**src/rtl/cpu_pkg.sv**
```systemverilog
// Shared CPU constants: ALU opcodes, one-hot step encodings and the stepper state type.
package cpu_pkg;

  localparam logic [2:0] ALU_ADD = 3'b000;
  localparam logic [2:0] ALU_SHR = 3'b001;
  localparam logic [2:0] ALU_SHL = 3'b010;
  localparam logic [2:0] ALU_NOT = 3'b011;
  localparam logic [2:0] ALU_AND = 3'b100;
  localparam logic [2:0] ALU_OR  = 3'b101;
  localparam logic [2:0] ALU_XOR = 3'b110;
  localparam logic [2:0] ALU_CMP = 3'b111;

  typedef logic [6:0] step_t;

  localparam step_t STEP1 = 7'b0000001;
  localparam step_t STEP2 = 7'b0000010;
  localparam step_t STEP3 = 7'b0000100;
  localparam step_t STEP4 = 7'b0001000;
  localparam step_t STEP5 = 7'b0010000;
  localparam step_t STEP6 = 7'b0100000;
  localparam step_t STEP7 = 7'b1000000;

  typedef enum logic {
    ST_IDLE = 1'b0,
    ST_RUN  = 1'b1
  } stepper_state_t;

  // Fetch-phase control strobes; alu_op travels separately.
  typedef struct packed {
    logic iar_e;
    logic iar_s;
    logic mar_s;
    logic bus1;
    logic acc_s;
    logic acc_e;
    logic ram_e;
    logic ir_s;
    logic exec_en;
  } ctrl_t;

endpackage

```
**src/rtl/fetch_stepper_if.sv**
```systemverilog
// Stepper control bundle: the stepper is master, the CPU datapath/decoder is slave.
interface fetch_stepper_if #(parameter int CNT_W = 16);
  import cpu_pkg::*;

  logic             run;
  logic             halt_req;
  step_t            step;
  logic             set_phase;
  logic             iar_e;
  logic             iar_s;
  logic             mar_s;
  logic             bus1;
  logic [2:0]       alu_op;
  logic             acc_s;
  logic             acc_e;
  logic             ram_e;
  logic             ir_s;
  logic             exec_en;
  logic             running;
  logic             halted;
  logic [CNT_W-1:0] instr_cnt;

  modport master (
    input  run, halt_req,
    output step, set_phase, iar_e, iar_s, mar_s, bus1, alu_op, acc_s, acc_e,
           ram_e, ir_s, exec_en, running, halted, instr_cnt
  );

  modport slave (
    output run, halt_req,
    input  step, set_phase, iar_e, iar_s, mar_s, bus1, alu_op, acc_s, acc_e,
           ram_e, ir_s, exec_en, running, halted, instr_cnt
  );

endinterface

```
**src/rtl/fetch_stepper_step_ring.sv**
```systemverilog
// 7-position one-hot step ring with an ENABLE/SET phase bit; each step lasts two advances.
module step_ring
  import cpu_pkg::*;
(
  input  logic  clk,
  input  logic  reset,
  input  logic  advance,
  input  logic  clear,
  output step_t step,
  output logic  set_phase
);

  // NOTE: non-blocking assignments so every flop samples pre-edge values.
  always_ff @(posedge clk) begin
    if (reset || clear) begin
      step      <= STEP1;
      set_phase <= 1'b0;
    end else if (advance) begin
      if (set_phase) begin
        step      <= {step[5:0], step[6]};
        set_phase <= 1'b0;
      end else begin
        set_phase <= 1'b1;
      end
    end
  end

endmodule

```
**src/rtl/fetch_stepper.sv**
```systemverilog
// CPU stepper: sequences 7 two-phase steps, decodes fetch strobes for steps 1-3,
// hands steps 4-6 to the decoder and stops at an instruction boundary on request.
module fetch_stepper
  import cpu_pkg::*;
#(
  parameter int CNT_W = 16
) (
  input  logic           clk,
  input  logic           reset,
  fetch_stepper_if.master bus
);

  stepper_state_t   state, state_nxt;
  step_t            step;
  logic             set_phase;
  logic             running;
  logic             wrap_edge;
  logic             halt_now;
  logic             halt_pend;
  logic             halted;
  logic [CNT_W-1:0] instr_cnt;
  ctrl_t            ctrl;

  assign running   = (state == ST_RUN);
  assign wrap_edge = running && (step == STEP7) && set_phase;
  // A request arriving on the step 7 SET cycle itself still counts.
  assign halt_now  = wrap_edge && (halt_pend || bus.halt_req);

  step_ring u_ring (
    .clk       (clk),
    .reset     (reset),
    .advance   (running),
    .clear     (!running),
    .step      (step),
    .set_phase (set_phase)
  );

  always_ff @(posedge clk) begin
    if (reset) state <= ST_IDLE;
    else       state <= state_nxt;
  end

  always_comb begin
    state_nxt = state;
    unique case (state)
      ST_IDLE: if (bus.run)  state_nxt = ST_RUN;
      ST_RUN:  if (halt_now) state_nxt = ST_IDLE;
      default: state_nxt = ST_IDLE;
    endcase
  end

  always_ff @(posedge clk) begin
    if (reset) begin
      halt_pend <= 1'b0;
      halted    <= 1'b0;
      instr_cnt <= '0;
    end else begin
      if (halt_now)          halt_pend <= 1'b0;
      else if (bus.halt_req) halt_pend <= 1'b1;

      if (halt_now)                 halted <= 1'b1;
      else if (!running && bus.run) halted <= 1'b0;

      if (wrap_edge) instr_cnt <= instr_cnt + 1'b1;
    end
  end

  // NOTE: defaults first so no branch of the decode leaves a latch behind.
  always_comb begin
    ctrl = '0;
    if (running) begin
      unique case (step)
        STEP1: begin
          ctrl.iar_e = 1'b1;
          ctrl.bus1  = 1'b1;
          ctrl.mar_s = set_phase;
          ctrl.acc_s = set_phase;
        end
        STEP2: begin
          ctrl.ram_e = 1'b1;
          ctrl.ir_s  = set_phase;
        end
        STEP3: begin
          ctrl.acc_e = 1'b1;
          ctrl.iar_s = set_phase;
        end
        STEP4, STEP5, STEP6: ctrl.exec_en = 1'b1;
        default: ctrl = '0;
      endcase
    end
  end

  assign bus.step      = step;
  assign bus.set_phase = set_phase;
  assign bus.iar_e     = ctrl.iar_e;
  assign bus.iar_s     = ctrl.iar_s;
  assign bus.mar_s     = ctrl.mar_s;
  assign bus.bus1      = ctrl.bus1;
  assign bus.alu_op    = ALU_ADD;
  assign bus.acc_s     = ctrl.acc_s;
  assign bus.acc_e     = ctrl.acc_e;
  assign bus.ram_e     = ctrl.ram_e;
  assign bus.ir_s      = ctrl.ir_s;
  assign bus.exec_en   = ctrl.exec_en;
  assign bus.running   = running;
  assign bus.halted    = halted;
  assign bus.instr_cnt = instr_cnt;

endmodule

```
**src/flat_wrapper.sv**
```systemverilog
// flat-port wrapper written by rule: the top's interface ports become plain ports
module fetch_stepper_flat import cpu_pkg::*;
#(
  parameter int CNT_W = 16
)
  (clk, reset, bus_run, bus_halt_req, bus_step, bus_set_phase, bus_iar_e, bus_iar_s, bus_mar_s, bus_bus1, bus_alu_op, bus_acc_s, bus_acc_e, bus_ram_e, bus_ir_s, bus_exec_en, bus_running, bus_halted, bus_instr_cnt);
  fetch_stepper_if #(.CNT_W(CNT_W)) bus_i ();
  input  logic clk;
  input  logic reset;
  input wire logic [$bits(bus_i.run)-1:0] bus_run;
  input wire logic [$bits(bus_i.halt_req)-1:0] bus_halt_req;
  output wire logic [$bits(bus_i.step)-1:0] bus_step;
  output wire logic [$bits(bus_i.set_phase)-1:0] bus_set_phase;
  output wire logic [$bits(bus_i.iar_e)-1:0] bus_iar_e;
  output wire logic [$bits(bus_i.iar_s)-1:0] bus_iar_s;
  output wire logic [$bits(bus_i.mar_s)-1:0] bus_mar_s;
  output wire logic [$bits(bus_i.bus1)-1:0] bus_bus1;
  output wire logic [$bits(bus_i.alu_op)-1:0] bus_alu_op;
  output wire logic [$bits(bus_i.acc_s)-1:0] bus_acc_s;
  output wire logic [$bits(bus_i.acc_e)-1:0] bus_acc_e;
  output wire logic [$bits(bus_i.ram_e)-1:0] bus_ram_e;
  output wire logic [$bits(bus_i.ir_s)-1:0] bus_ir_s;
  output wire logic [$bits(bus_i.exec_en)-1:0] bus_exec_en;
  output wire logic [$bits(bus_i.running)-1:0] bus_running;
  output wire logic [$bits(bus_i.halted)-1:0] bus_halted;
  output wire logic [$bits(bus_i.instr_cnt)-1:0] bus_instr_cnt;
  assign bus_i.run = bus_run;
  assign bus_i.halt_req = bus_halt_req;
  assign bus_step = bus_i.step;
  assign bus_set_phase = bus_i.set_phase;
  assign bus_iar_e = bus_i.iar_e;
  assign bus_iar_s = bus_i.iar_s;
  assign bus_mar_s = bus_i.mar_s;
  assign bus_bus1 = bus_i.bus1;
  assign bus_alu_op = bus_i.alu_op;
  assign bus_acc_s = bus_i.acc_s;
  assign bus_acc_e = bus_i.acc_e;
  assign bus_ram_e = bus_i.ram_e;
  assign bus_ir_s = bus_i.ir_s;
  assign bus_exec_en = bus_i.exec_en;
  assign bus_running = bus_i.running;
  assign bus_halted = bus_i.halted;
  assign bus_instr_cnt = bus_i.instr_cnt;
  fetch_stepper #(.CNT_W(CNT_W)) u_core (.clk(clk), .reset(reset), .bus(bus_i));
endmodule
```
**config.mk**
```make
export PLATFORM = sky130hd
export DESIGN_NAME = fetch_stepper_flat
export DESIGN_NICKNAME = d
export VERILOG_FILES = /design/src/rtl/cpu_pkg.sv /design/src/rtl/fetch_stepper_if.sv /design/src/rtl/fetch_stepper_step_ring.sv /design/src/rtl/fetch_stepper.sv /design/src/flat_wrapper.sv
export SDC_FILE = /design/constraint.sdc
export NUM_CORES = 1
export LEC_CHECK = 0
export ABC_CLOCK_PERIOD_IN_PS = 3000
export BUFFER_PORTS_ARGS = -buffer_cell sky130_fd_sc_hd__buf_2
export CORE_MARGIN = 2
export CORE_UTILIZATION = 40
export CTS_BUF_LIST = sky130_fd_sc_hd__clkbuf_2
export DETAILED_ROUTE_END_ITERATION = 8
export PLACE_DENSITY = 0.69
export REMOVE_ABC_BUFFERS = 1
export SLEW_MARGIN = 20
export SYNTH_ARGS = -nofsm -noshare
export SYNTH_HDL_FRONTEND = slang
export SYNTH_HIERARCHICAL = 1
export SYNTH_SLANG_ARGS = --single-unit
```
**constraint.sdc**
```tcl
create_clock -name clk -period 3 [get_ports clk]
set_input_delay 0.9 -clock clk [delete_from_list [all_inputs] [get_ports clk]]
set_output_delay 0.9 -clock clk [all_outputs]
set_load 0.02 [all_outputs]
```
==> results of run 1 <==
[cells in the mapped netlist (2+ instances only)]
master,n,area (µm²)
xor2_1,2,17.5
and2_1,2,12.5
nand2b_1,2,12.5
o31ai_1,3,22.5
nand4_1,4,25.0
xnor2_1,3,26.3
inv_1,5,18.8
o21ai_0,13,65.1
buf_4,5,37.5
dfxtp_1,27,541
or3_1,8,50.1
and4_1,2,17.5
a21bo_2,6,60.1
a21oi_1,20,100
and3_1,2,12.5
nand3_1,9,45.0
clkbuf_1,2,7.51
or4_1,3,22.5
nand2_1,4,15.0
nor2_1,11,41.3
buf_2,3,15.0
[cell usage in the layout, fill, tap and decap left out, drive strengths merged, types with 2 or more instances in the layout]
master | synthesis | layout
o21ai | 13 | 13
and2 | 3 | 3
o31ai | 3 | 3
buf | 10 | 40
or3 | 9 | 9
inv | 5 | 5
nand3 | 9 | 9
or4 | 3 | 3
xnor2 | 3 | 3
and4 | 2 | 2
a21bo | 6 | 6
nand2b | 2 | 2
dfxtp | 27 | 27
clkbuf | 3 | 3
conb | 1 | 3
nor2 | 11 | 11
nor3b | 2 | 2
nand4 | 5 | 5
and3 | 3 | 3
a21oi | 20 | 20
nand2 | 4 | 4
xor2 | 2 | 2
[stage by stage]
step | instance area [µm²] | std cells | total power (µW) | hold WS, ps
floorplan | 1270 | 146 | 394 | 465
finish | 1560 | 236 | 541 | 508
global placement | 1540 | 232 | 409 | 472
detailed placement | 1540 | 232 | 409 | 473
CTS | 1560 | 236 | 546 | 508
global route | 1560 | 236 | 564 | 530
[final timing paths]
check                startpoint                       end  slack (ps)  cells past startpoint
min reg2reg    u_core/halt_pend          u_core/halt_pend         510                      2
min            u_core/halt_pend          u_core/halt_pend         510                      2
max reg2reg  u_core/bus.running  u_core/bus.instr_cnt[12]         860                      4
max          u_core/bus.running                 bus_iar_s         330                      5
[flip-flops by register name, indices dropped and copies added (netlist names)]
signal / cells
u_core/halt_pend: 1
u_core/u_ring/step: 7
u_core/u_ring/set_phase: 1
u_core/bus.halted: 1
u_core/bus.instr_cnt: 16
u_core/bus.running: 1
[worst reg2reg max path: cells and delay by family (launching register included)]
| kind | cells | cell delay [ps] |
|---|---|---|
| AND/OR/NAND/NOR | 3 | 1400 |
| flip-flops | 1 | 540 |
| AO/OA/AOI/OAI | 1 | 160 |
[cells by family (layout without fill, tap and decap cells)]
logic type,Yosys count,count (layout),synth area share [%]
adders and majority gates,1,1,0.928
DFF,27,27,40.1
AOI/OAI and AO/OA,44,44,19.7
other,1,3,0.278
buffers and inverters,18,49,7.33
and+or+nand+nor,60,60,27.7
xor gates and xnor gates,5,5,3.25
muxes,1,1,0.743
[area by class of cell]
type	count	area (µm²)	share of cell area, %
multi-input combinational	114	716	45.9
inverter	5	18.8	1.20
tap	46	57.6	3.69
timing repair buffer	40	205	13.2
sequential	27	541	34.7
clock inverter	1	5.00	0.321
clock buffer	3	15.0	0.964
[layer usage]
layer	wire [µm]	vias to the layer above	share of wire [%]
met1	1330	587	48
met2	1310	37	47
met5	0	-	0
li1	-	627	-
met4	0	0	0
met3	151	0	5.4
[power by group through the flow]
stage	clock network, µW	logic [µW]	registers (µW)
floorplan	0	17.0	377
global placement	0	37.3	372
detailed placement	0	37.5	372
CTS	143	37.5	365
global route	156	42.2	366
finish	138	37.6	365
==> impl_metrics.env, run 1 <==
export IMPL_status="finished clean"
export IMPL_antenna_found_initial=0
export IMPL_syn_area_per_cell_um2=8.58
export IMPL_synthDistinctLibCells=42
export IMPL_hp_class="flip-flop to flip-flop"
export IMPL_grt_util_all_layers_pct=15.4
export IMPL_cts_root_buf="clkbuf_2"
export IMPL_clkPwrFrac_pct=25.5
export IMPL_crit_buf_inv=2
export IMPL_clock_latency_ps=350
export IMPL_setup_viol=0
export IMPL_htree_levels=1
export IMPL_finalHoldViolations=0
export IMPL_busiest_layer="met2"
export IMPL_place_congestion=0.783
export IMPL_synthArstFlopShare_pct=0
export IMPL_grt_start_max_net_pins=21
export IMPL_internal_power_uw=404
export IMPL_synth_edf_count=0
export IMPL_n_fill_cell=333
export IMPL_cts_tree="done"
export IMPL_clock_sinks=27
export IMPL_io_pins=42
export IMPL_drcViolationCount=0
export IMPL_ant_nets=0
export IMPL_fin_ws_ps=327
export IMPL_diodes=0
export IMPL_drive_above_1_share_pct=30.0
export IMPL_die_y_um=62.0
export IMPL_netlist_area_mm2=0.00135
export IMPL_numPortBuffers=38
export IMPL_met2_usage_pct=25.9
export IMPL_finalCriticalPeriod_ps=2670
export IMPL_wl_per_cell_um=11.8
export IMPL_fin_crit_sh_pct=89.1
export IMPL_worstPathMaxFanout=8
export IMPL_vias=1251
export IMPL_core_mm2=0.00328
export IMPL_avgViaCountPerCell=5.30
export IMPL_leakage_uw=0.000659
export IMPL_grtUsageMet3_pct=3.11
export IMPL_cts_max_path_buffers=2
export IMPL_die_w_um=62.0
export IMPL_grt_pass1_wl_um=4510
export IMPL_crit_path_end_kind="primary output"
export IMPL_nets=196
export IMPL_crit_path_start_kind="flip-flop"
export IMPL_max_freq_ghz=0.374
export IMPL_rows=21
export IMPL_clkTransAtPathRegs_ps=250
export IMPL_routed_wl_um=2790
export IMPL_netSwitchingPower_uw=137
export IMPL_slowest_delay_ps=540
export IMPL_met1_usage_pct=20.2
export IMPL_synth_seq_cells=27
export IMPL_ys_warnings_count=6
export IMPL_ys_flop_type="dfxtp_1"
export IMPL_first_global_vias=1022
export IMPL_cts_resized=0
export IMPL_slowest_stage="dfxtp_1"
export IMPL_first_pass_iters=4
export IMPL_initial_core_util_pct=41.0
export IMPL_synthToLayoutAreaGrowth_pct=15.6
export IMPL_powerDensity_mw_per_mm2=347
export IMPL_cts_hold_buf=0
export IMPL_clock_skew_ps=5.44
export IMPL_slew_viol_final=0
export IMPL_swShare_pct=25.3
export IMPL_numCtsBuffers=3
export IMPL_power_frac_seq_pct=67.5
export IMPL_grt_overflow=0
export IMPL_crit_required_ps=2100
export IMPL_drv_cap=0
export IMPL_crit_type="flip-flop to primary output"
export IMPL_hpwl_um=1990
export IMPL_cp_arrival_ps=1770
export IMPL_rsz0062_at_grt="no"
export IMPL_vdd_drop_max_v=0.000198
export IMPL_yosysSeqAreaShare_pct=40.1
export IMPL_path_delay_family="simple AND/OR/NAND/NOR gates"
export IMPL_worstPathCellList="inv_1 > nor4_1 > and4b_2 > and2_1 > buf_2"
export IMPL_die_area_mm2=0.00385
export IMPL_tns_ps=0
export IMPL_place_ws_ps=770
export IMPL_post_cts_setup_buffer_count=0
export IMPL_netlist_instances=157
export IMPL_drt_iter0_drc=64
export IMPL_combPwrFrac_pct=6.9
export IMPL_post_route_util_pct=47.4
(Power assumes the default switching activity.)
==> run 2: changes to the inputs <==
--- a/config.mk
+++ b/config.mk
@@ -5,12 +5,14 @@
 export SDC_FILE = /design/constraint.sdc
 export NUM_CORES = 1
 export LEC_CHECK = 0
-export ABC_CLOCK_PERIOD_IN_PS = 3000
+export ABC_CLOCK_PERIOD_IN_PS = 3300
 export BUFFER_PORTS_ARGS = -buffer_cell sky130_fd_sc_hd__buf_2
+export CORE_ASPECT_RATIO = 2
 export CORE_MARGIN = 2
 export CORE_UTILIZATION = 40
 export CTS_BUF_LIST = sky130_fd_sc_hd__clkbuf_2
 export DETAILED_ROUTE_END_ITERATION = 8
+export MAX_ROUTING_LAYER = met4
 export PLACE_DENSITY = 0.69
 export REMOVE_ABC_BUFFERS = 1
 export SLEW_MARGIN = 20
==> constraint.sdc (replaced) <==
create_clock -name clk -period 3.3 [get_ports clk]
set_input_delay 0.99 -clock clk [delete_from_list [all_inputs] [get_ports clk]]
set_output_delay 0.99 -clock clk [all_outputs]
set_load 0.02 [all_outputs]
==> impl_metrics.env, run 2 (synthesis gave the netlist of run 1 again) <==
export IMPL_timing_rr_end="u_core/bus.instr_cnt[12]"
export IMPL_grt_start_max_net_pins=21
export IMPL_antenna_found_initial=0
export IMPL_powerDensity_mw_per_mm2=317
export IMPL_cts_resized=0
export IMPL_rsz0062_at_grt="no"
export IMPL_vias=1249
export IMPL_cts_max_path_buffers=2
export IMPL_die_area_mm2=0.00388
export IMPL_swShare_pct=24.7
export IMPL_crit_path_end_kind="primary output"
export IMPL_cp_arrival_ps=2000
export IMPL_status="finished clean"
export IMPL_drive_above_1_share_pct=29.6
export IMPL_routed_wl_um=2960
export IMPL_clock_sinks=27
export IMPL_r2r_start="u_core/bus.running"
export IMPL_setup_viol=0
export IMPL_power_frac_seq_pct=68.7
export IMPL_final_cell_mix="38 x buf_2, 27 x dfxtp_1, 20 x a21oi_1"
export IMPL_cts_root_buf="clkbuf_2"
export IMPL_grt_pass1_wl_um=4680
export IMPL_cts_tree="done"
export IMPL_reg_top3="u_core/bus.instr_cnt: 16 flops, u_core/u_ring/step: 7 flops"
export IMPL_leakage_uw=0.000654
export IMPL_numCtsBuffers=3
export IMPL_regMostFlops="u_core/bus.instr_cnt"
export IMPL_hpwl_um=2270
export IMPL_die_y_um=86.1
export IMPL_clkPwrFrac_pct=25.1
export IMPL_r2r_setup_slack_ps=980
export IMPL_drcViolationCount=0
export IMPL_clkTransAtPathRegs_ps=250
export IMPL_io_pins=42
export IMPL_power_uw=486
export IMPL_largest_register_ffs=16
export IMPL_rows=29
export IMPL_slew_headroom_pct=63.3
export IMPL_crit_type="flip-flop to primary output"
export IMPL_initial_core_util_pct=42.2
export IMPL_slowest_stage="dfxtp_1"
export IMPL_nets=195
export IMPL_netSwitchingPower_uw=120
export IMPL_core_mm2=0.00319
export IMPL_place_congestion=0.842
export IMPL_finalCriticalPeriod_ps=2990
export IMPL_min_to="u_core/bus.halted"
export IMPL_r2r_cells=4
export IMPL_diodes=0
export IMPL_max_freq_ghz=0.334
export IMPL_grt_overflow=0
export IMPL_htree_levels=1
export IMPL_first_pass_iters=4
export IMPL_clock_skew_ps=9.70
export IMPL_avgViaCountPerCell=5.68
export IMPL_ant_nets=0
export IMPL_min_from="u_core/bus.halted"
export IMPL_slowest_delay_ps=730
export IMPL_slew_viol_final=0
export IMPL_cts_hold_buf=0
export IMPL_wl_per_cell_um=13.4
export IMPL_die_w_um=45.0
export IMPL_fin_crit_sh_pct=90.7
export IMPL_combPwrFrac_pct=6.2
export IMPL_synthToLayoutAreaGrowth_pct=13.6
export IMPL_worstPathMaxFanout=19
export IMPL_min_path_cells=2
export IMPL_drt_iter0_drc=21
export IMPL_tns_ps=0
export IMPL_clock_latency_ps=350
export IMPL_post_cts_setup_buffer_count=0
export IMPL_drv_cap=0
export IMPL_internal_power_uw=366
export IMPL_final_common_cell="buf_2"
export IMPL_vdd_drop_max_v=0.000211
export IMPL_grt_util_all_layers_pct=16.0
export IMPL_crit_path_start_kind="flip-flop"
export IMPL_finalHoldViolations=0
export IMPL_crit_required_ps=2310
export IMPL_numPortBuffers=38
export IMPL_worstPathCellList="inv_1 > nor4_1 > and4b_2 > and2_1 > buf_2"
export IMPL_hp_class="flip-flop to flip-flop"
export IMPL_first_global_vias=1073
export IMPL_worst_pin_slew_ps=550
==> run 2: changes by cell type in the layout (fill, tap and decap cells not counted), sizes merged <==
cell / before / now
buf: 40 / 39
==> run 2: layout make-up <==
type                            instances  area [µm²]
Clock buffer                            3        15.0
Clock inverter                          1        5.00
Fill cell                             335        1660
Inverter                                5        18.8
Multi-Input combinational cell        114         716
Sequential cell                        27         541
Tap cell                               31        38.8
Timing Repair Buffer                   39         198
==> run 2: power by group through the flow <==
| stage | Combinational (µW) | Sequential, µW | Clock, µW |
|---|---|---|---|
| 2_1_floorplan | 15.4 | 343 | 0 |
| 3_3_place_gp | 29.7 | 340 | 0 |
| 3_5_place_dp | 30.2 | 340 | 0 |
| 4_1_cts | 30.2 | 334 | 132 |
| 5_1_grt | 33.5 | 336 | 141 |
| 6_report | 30.1 | 334 | 122 |
==> run 2: worst max path at each step <==
stage | start | to | slack [ps] | depth (start not counted)
after global routing | u_core/bus.running | bus_iar_s | 90 | 5
after CTS | u_core/bus.running | bus_iar_s | 270 | 5
final | u_core/bus.running | bus_iar_s | 310 | 5
after global placement | u_core/bus.running | bus_iar_s | 820 | 5
after detailed placement | u_core/bus.running | bus_iar_s | 730 | 5
after floorplan | u_core/bus.running | bus_acc_s | 550 | 3
==> run 2: per-layer routing <==
| metal | GRT usage (%) | up-vias | wire, µm |
|---|---|---|---|
| met5 | - | - | 0 |
| met3 | 1.47 | 4 | 161 |
| met1 | 17.4 | 581 | 1150 |
| met2 | 28.4 | 39 | 1610 |
| met4 | 5.88 | 0 | 36 |
| li1 | - | 625 | - |
==> run 2: worst max-delay path, delay by kind of cell (launching register included) <==
kind / cells / cell delay [ps]
buf+inv: 2 / 290
simple gates: 3 / 630
flops: 1 / 730
==> run 2: stage by stage <==
step / area (µm²) / hold slack, ps / setup slack [ps] / utilization (%) / instances
floorplan: 1270 / 465 / 545 / - / 146
global placement: 1510 / 463 / 821 / 47.3 / 216
detailed placement: 1510 / 476 / 732 / 47.3 / 216
CTS: 1530 / 503 / 268 / 48.0 / 220
global route: 1530 / 544 / 88.6 / 48.0 / 220
finish: 1530 / 501 / 306 / 48.0 / 220
==> run 3: changes to the inputs <==
--- a/config.mk
+++ b/config.mk
@@ -14,6 +14,7 @@
 export DETAILED_ROUTE_END_ITERATION = 8
 export MAX_ROUTING_LAYER = met4
 export PLACE_DENSITY = 0.69
+export RECOVER_POWER = 50
 export REMOVE_ABC_BUFFERS = 1
 export SLEW_MARGIN = 20
 export SYNTH_ARGS = -nofsm -noshare
==> impl_metrics.env, run 3 (synthesis gave the netlist of run 1 again) <==
export IMPL_status="finished clean"
export IMPL_r2r_cells=4
export IMPL_crit_type="flip-flop to primary output"
export IMPL_vdd_drop_max_v=0.000212
export IMPL_n_fill_cell=352
export IMPL_clock_sinks=27
export IMPL_hp_class="flip-flop to flip-flop"
export IMPL_cp_arrival_ps=1980
export IMPL_final_cell_mix="27 x dfxtp_1, 22 x buf_2, 20 x a21oi_1"
export IMPL_diodes=0
export IMPL_slew_viol_final=0
export IMPL_wl_per_cell_um=13.5
export IMPL_post_cts_setup_buffer_count=0
export IMPL_worstPathMaxFanout=19
export IMPL_reg_top3="u_core/bus.instr_cnt: 16 flops, u_core/u_ring/step: 7 flops"
export IMPL_drt_iter0_drc=22
export IMPL_hpwl_um=2270
export IMPL_rsz0062_at_grt="no"
export IMPL_routed_wl_um=2980
export IMPL_place_congestion=0.842
export IMPL_largest_register_ffs=16
export IMPL_setup_viol=0
export IMPL_first_pass_iters=4
export IMPL_r2r_start="u_core/bus.running"
export IMPL_grt_util_all_layers_pct=16.0
export IMPL_final_cell_count_no_fill=220
export IMPL_htree_levels=1
export IMPL_grt_overflow=0
export IMPL_seqCellArea_um2=541
export IMPL_first_global_vias=1073
export IMPL_max_freq_ghz=0.337
export IMPL_min_from="u_core/bus.halted"
export IMPL_die_area_mm2=0.00388
export IMPL_clock_latency_ps=340
export IMPL_min_to="u_core/bus.halted"
export IMPL_crit_path_start_kind="flip-flop"
export IMPL_worst_pin_slew_ps=554
export IMPL_tns_ps=0
export IMPL_die_w_um=45.0
export IMPL_grt_start_max_net_pins=21
export IMPL_ant_nets=0
export IMPL_vias=1240
export IMPL_finalCriticalPeriod_ps=2970
export IMPL_timing_rr_end="u_core/bus.instr_cnt[13]"
export IMPL_drive_above_1_share_pct=20.1
export IMPL_regMostFlops="u_core/bus.instr_cnt"
export IMPL_multi_input_area_um2=708
export IMPL_cts_root_buf="clkbuf_2"
export IMPL_rows=29
export IMPL_nets=195
export IMPL_slew_headroom_pct=63.0
export IMPL_cts_max_path_buffers=2
export IMPL_clkTransAtPathRegs_ps=240
export IMPL_fin_crit_sh_pct=90.1
export IMPL_antenna_found_initial=0
export IMPL_numPortBuffers=38
export IMPL_clock_skew_ps=2.34
export IMPL_initial_core_util_pct=42.2
export IMPL_final_common_cell="dfxtp_1"
export IMPL_io_pins=42
export IMPL_drcViolationCount=0
export IMPL_numPlacedInstances=216
export IMPL_powerDensity_mw_per_mm2=323
export IMPL_synthToLayoutAreaGrowth_pct=11.6
export IMPL_r2r_setup_slack_ps=850
export IMPL_numCtsBuffers=3
export IMPL_avgViaCountPerCell=5.64
export IMPL_core_mm2=0.00319
export IMPL_cts_hold_buf=0
export IMPL_die_y_um=86.1
export IMPL_grt_pass1_wl_um=4680
export IMPL_cts_tree="done"
export IMPL_crit_path_end_kind="primary output"
export IMPL_cts_resized=0
export IMPL_finalHoldViolations=0
export IMPL_final_area_mm2=0.00150
export IMPL_crit_required_ps=2310
export IMPL_leakage_uw=0.000570
export IMPL_dpl_cell_area_mm2=0.00151
export IMPL_drv_cap=0
export IMPL_min_path_cells=2
run 3: cell count changes in the layout (fill, tap and decap cells not counted):
| cell | before | now |
|---|---|---|
| buf_2 | 38 | 22 |
| clkbuf_1 | 0 | 16 |
| and2_0 | 0 | 1 |
| and2_1 | 2 | 1 |
| and3_1 | 2 | 3 |
| and3_2 | 1 | 0 |
| nand4_1 | 4 | 5 |
| nand4_2 | 1 | 0 |
| or2_0 | 0 | 1 |
| or2_1 | 1 | 0 |
run 3: per-stage QoR:
| step | worst slack, ps | util [%] | power, µW | hold WS, ps |
|---|---|---|---|---|
| 2_1_floorplan | 545 | - | 358 | 465 |
| 3_3_place_gp | 821 | 47.3 | 369 | 463 |
| 3_5_place_dp | 732 | 47.3 | 370 | 476 |
| 4_1_cts | 268 | 48.0 | 496 | 503 |
| 5_1_grt | 88.6 | 47.1 | 510 | 547 |
| 6_report | 328 | 47.1 | 485 | 503 |
run 3: area by class of cell:
cell class,instances,area share [%]
sequential,27,35.9
tap,31,2.58
clock inverter,1,0.333
multi-input combinational,114,47.1
timing repair buffer,39,11.8
clock buffer,3,0.998
inverter,5,1.25
run 3: worst max-delay path, cell delays in order, from the launching register on:
cell     delay, ps
dfxtp_1        730
inv_1          140
nor4_1         230
and4b_2        270
and2_1         110
buf_2          150
run 3: metal layers:
| layer | track usage [%] | up-vias | share of wire (%) |
|---|---|---|---|
| met1 | 17.4 | 578 | 40 |
| met2 | 28.4 | 36 | 54 |
| li1 | - | 622 | - |
| met5 | - | - | 0 |
| met4 | 5.88 | 0 | 1.2 |
| met3 | 1.47 | 4 | 5.0 |
run 3: power breakdown:
part | switching, µW | total [µW] | internal [µW]
Clock | 93.8 | 121 | 27.5
Sequential | 4.55 | 334 | 329
Combinational | 20.8 | 29.9 | 9.09
Total | 119 | 485 | 366
run 3: how the worst max path moves through the flow:
stage	startpoint	end	slack, ps	cells after the start
after detailed placement	u_core/bus.running	bus_iar_s	730	5
after global placement	u_core/bus.running	bus_iar_s	820	5
after floorplan	u_core/bus.running	bus_acc_s	550	3
final	u_core/bus.running	bus_iar_s	330	5
after CTS	u_core/bus.running	bus_iar_s	270	5
after global routing	u_core/bus.running	bus_iar_s	90	5
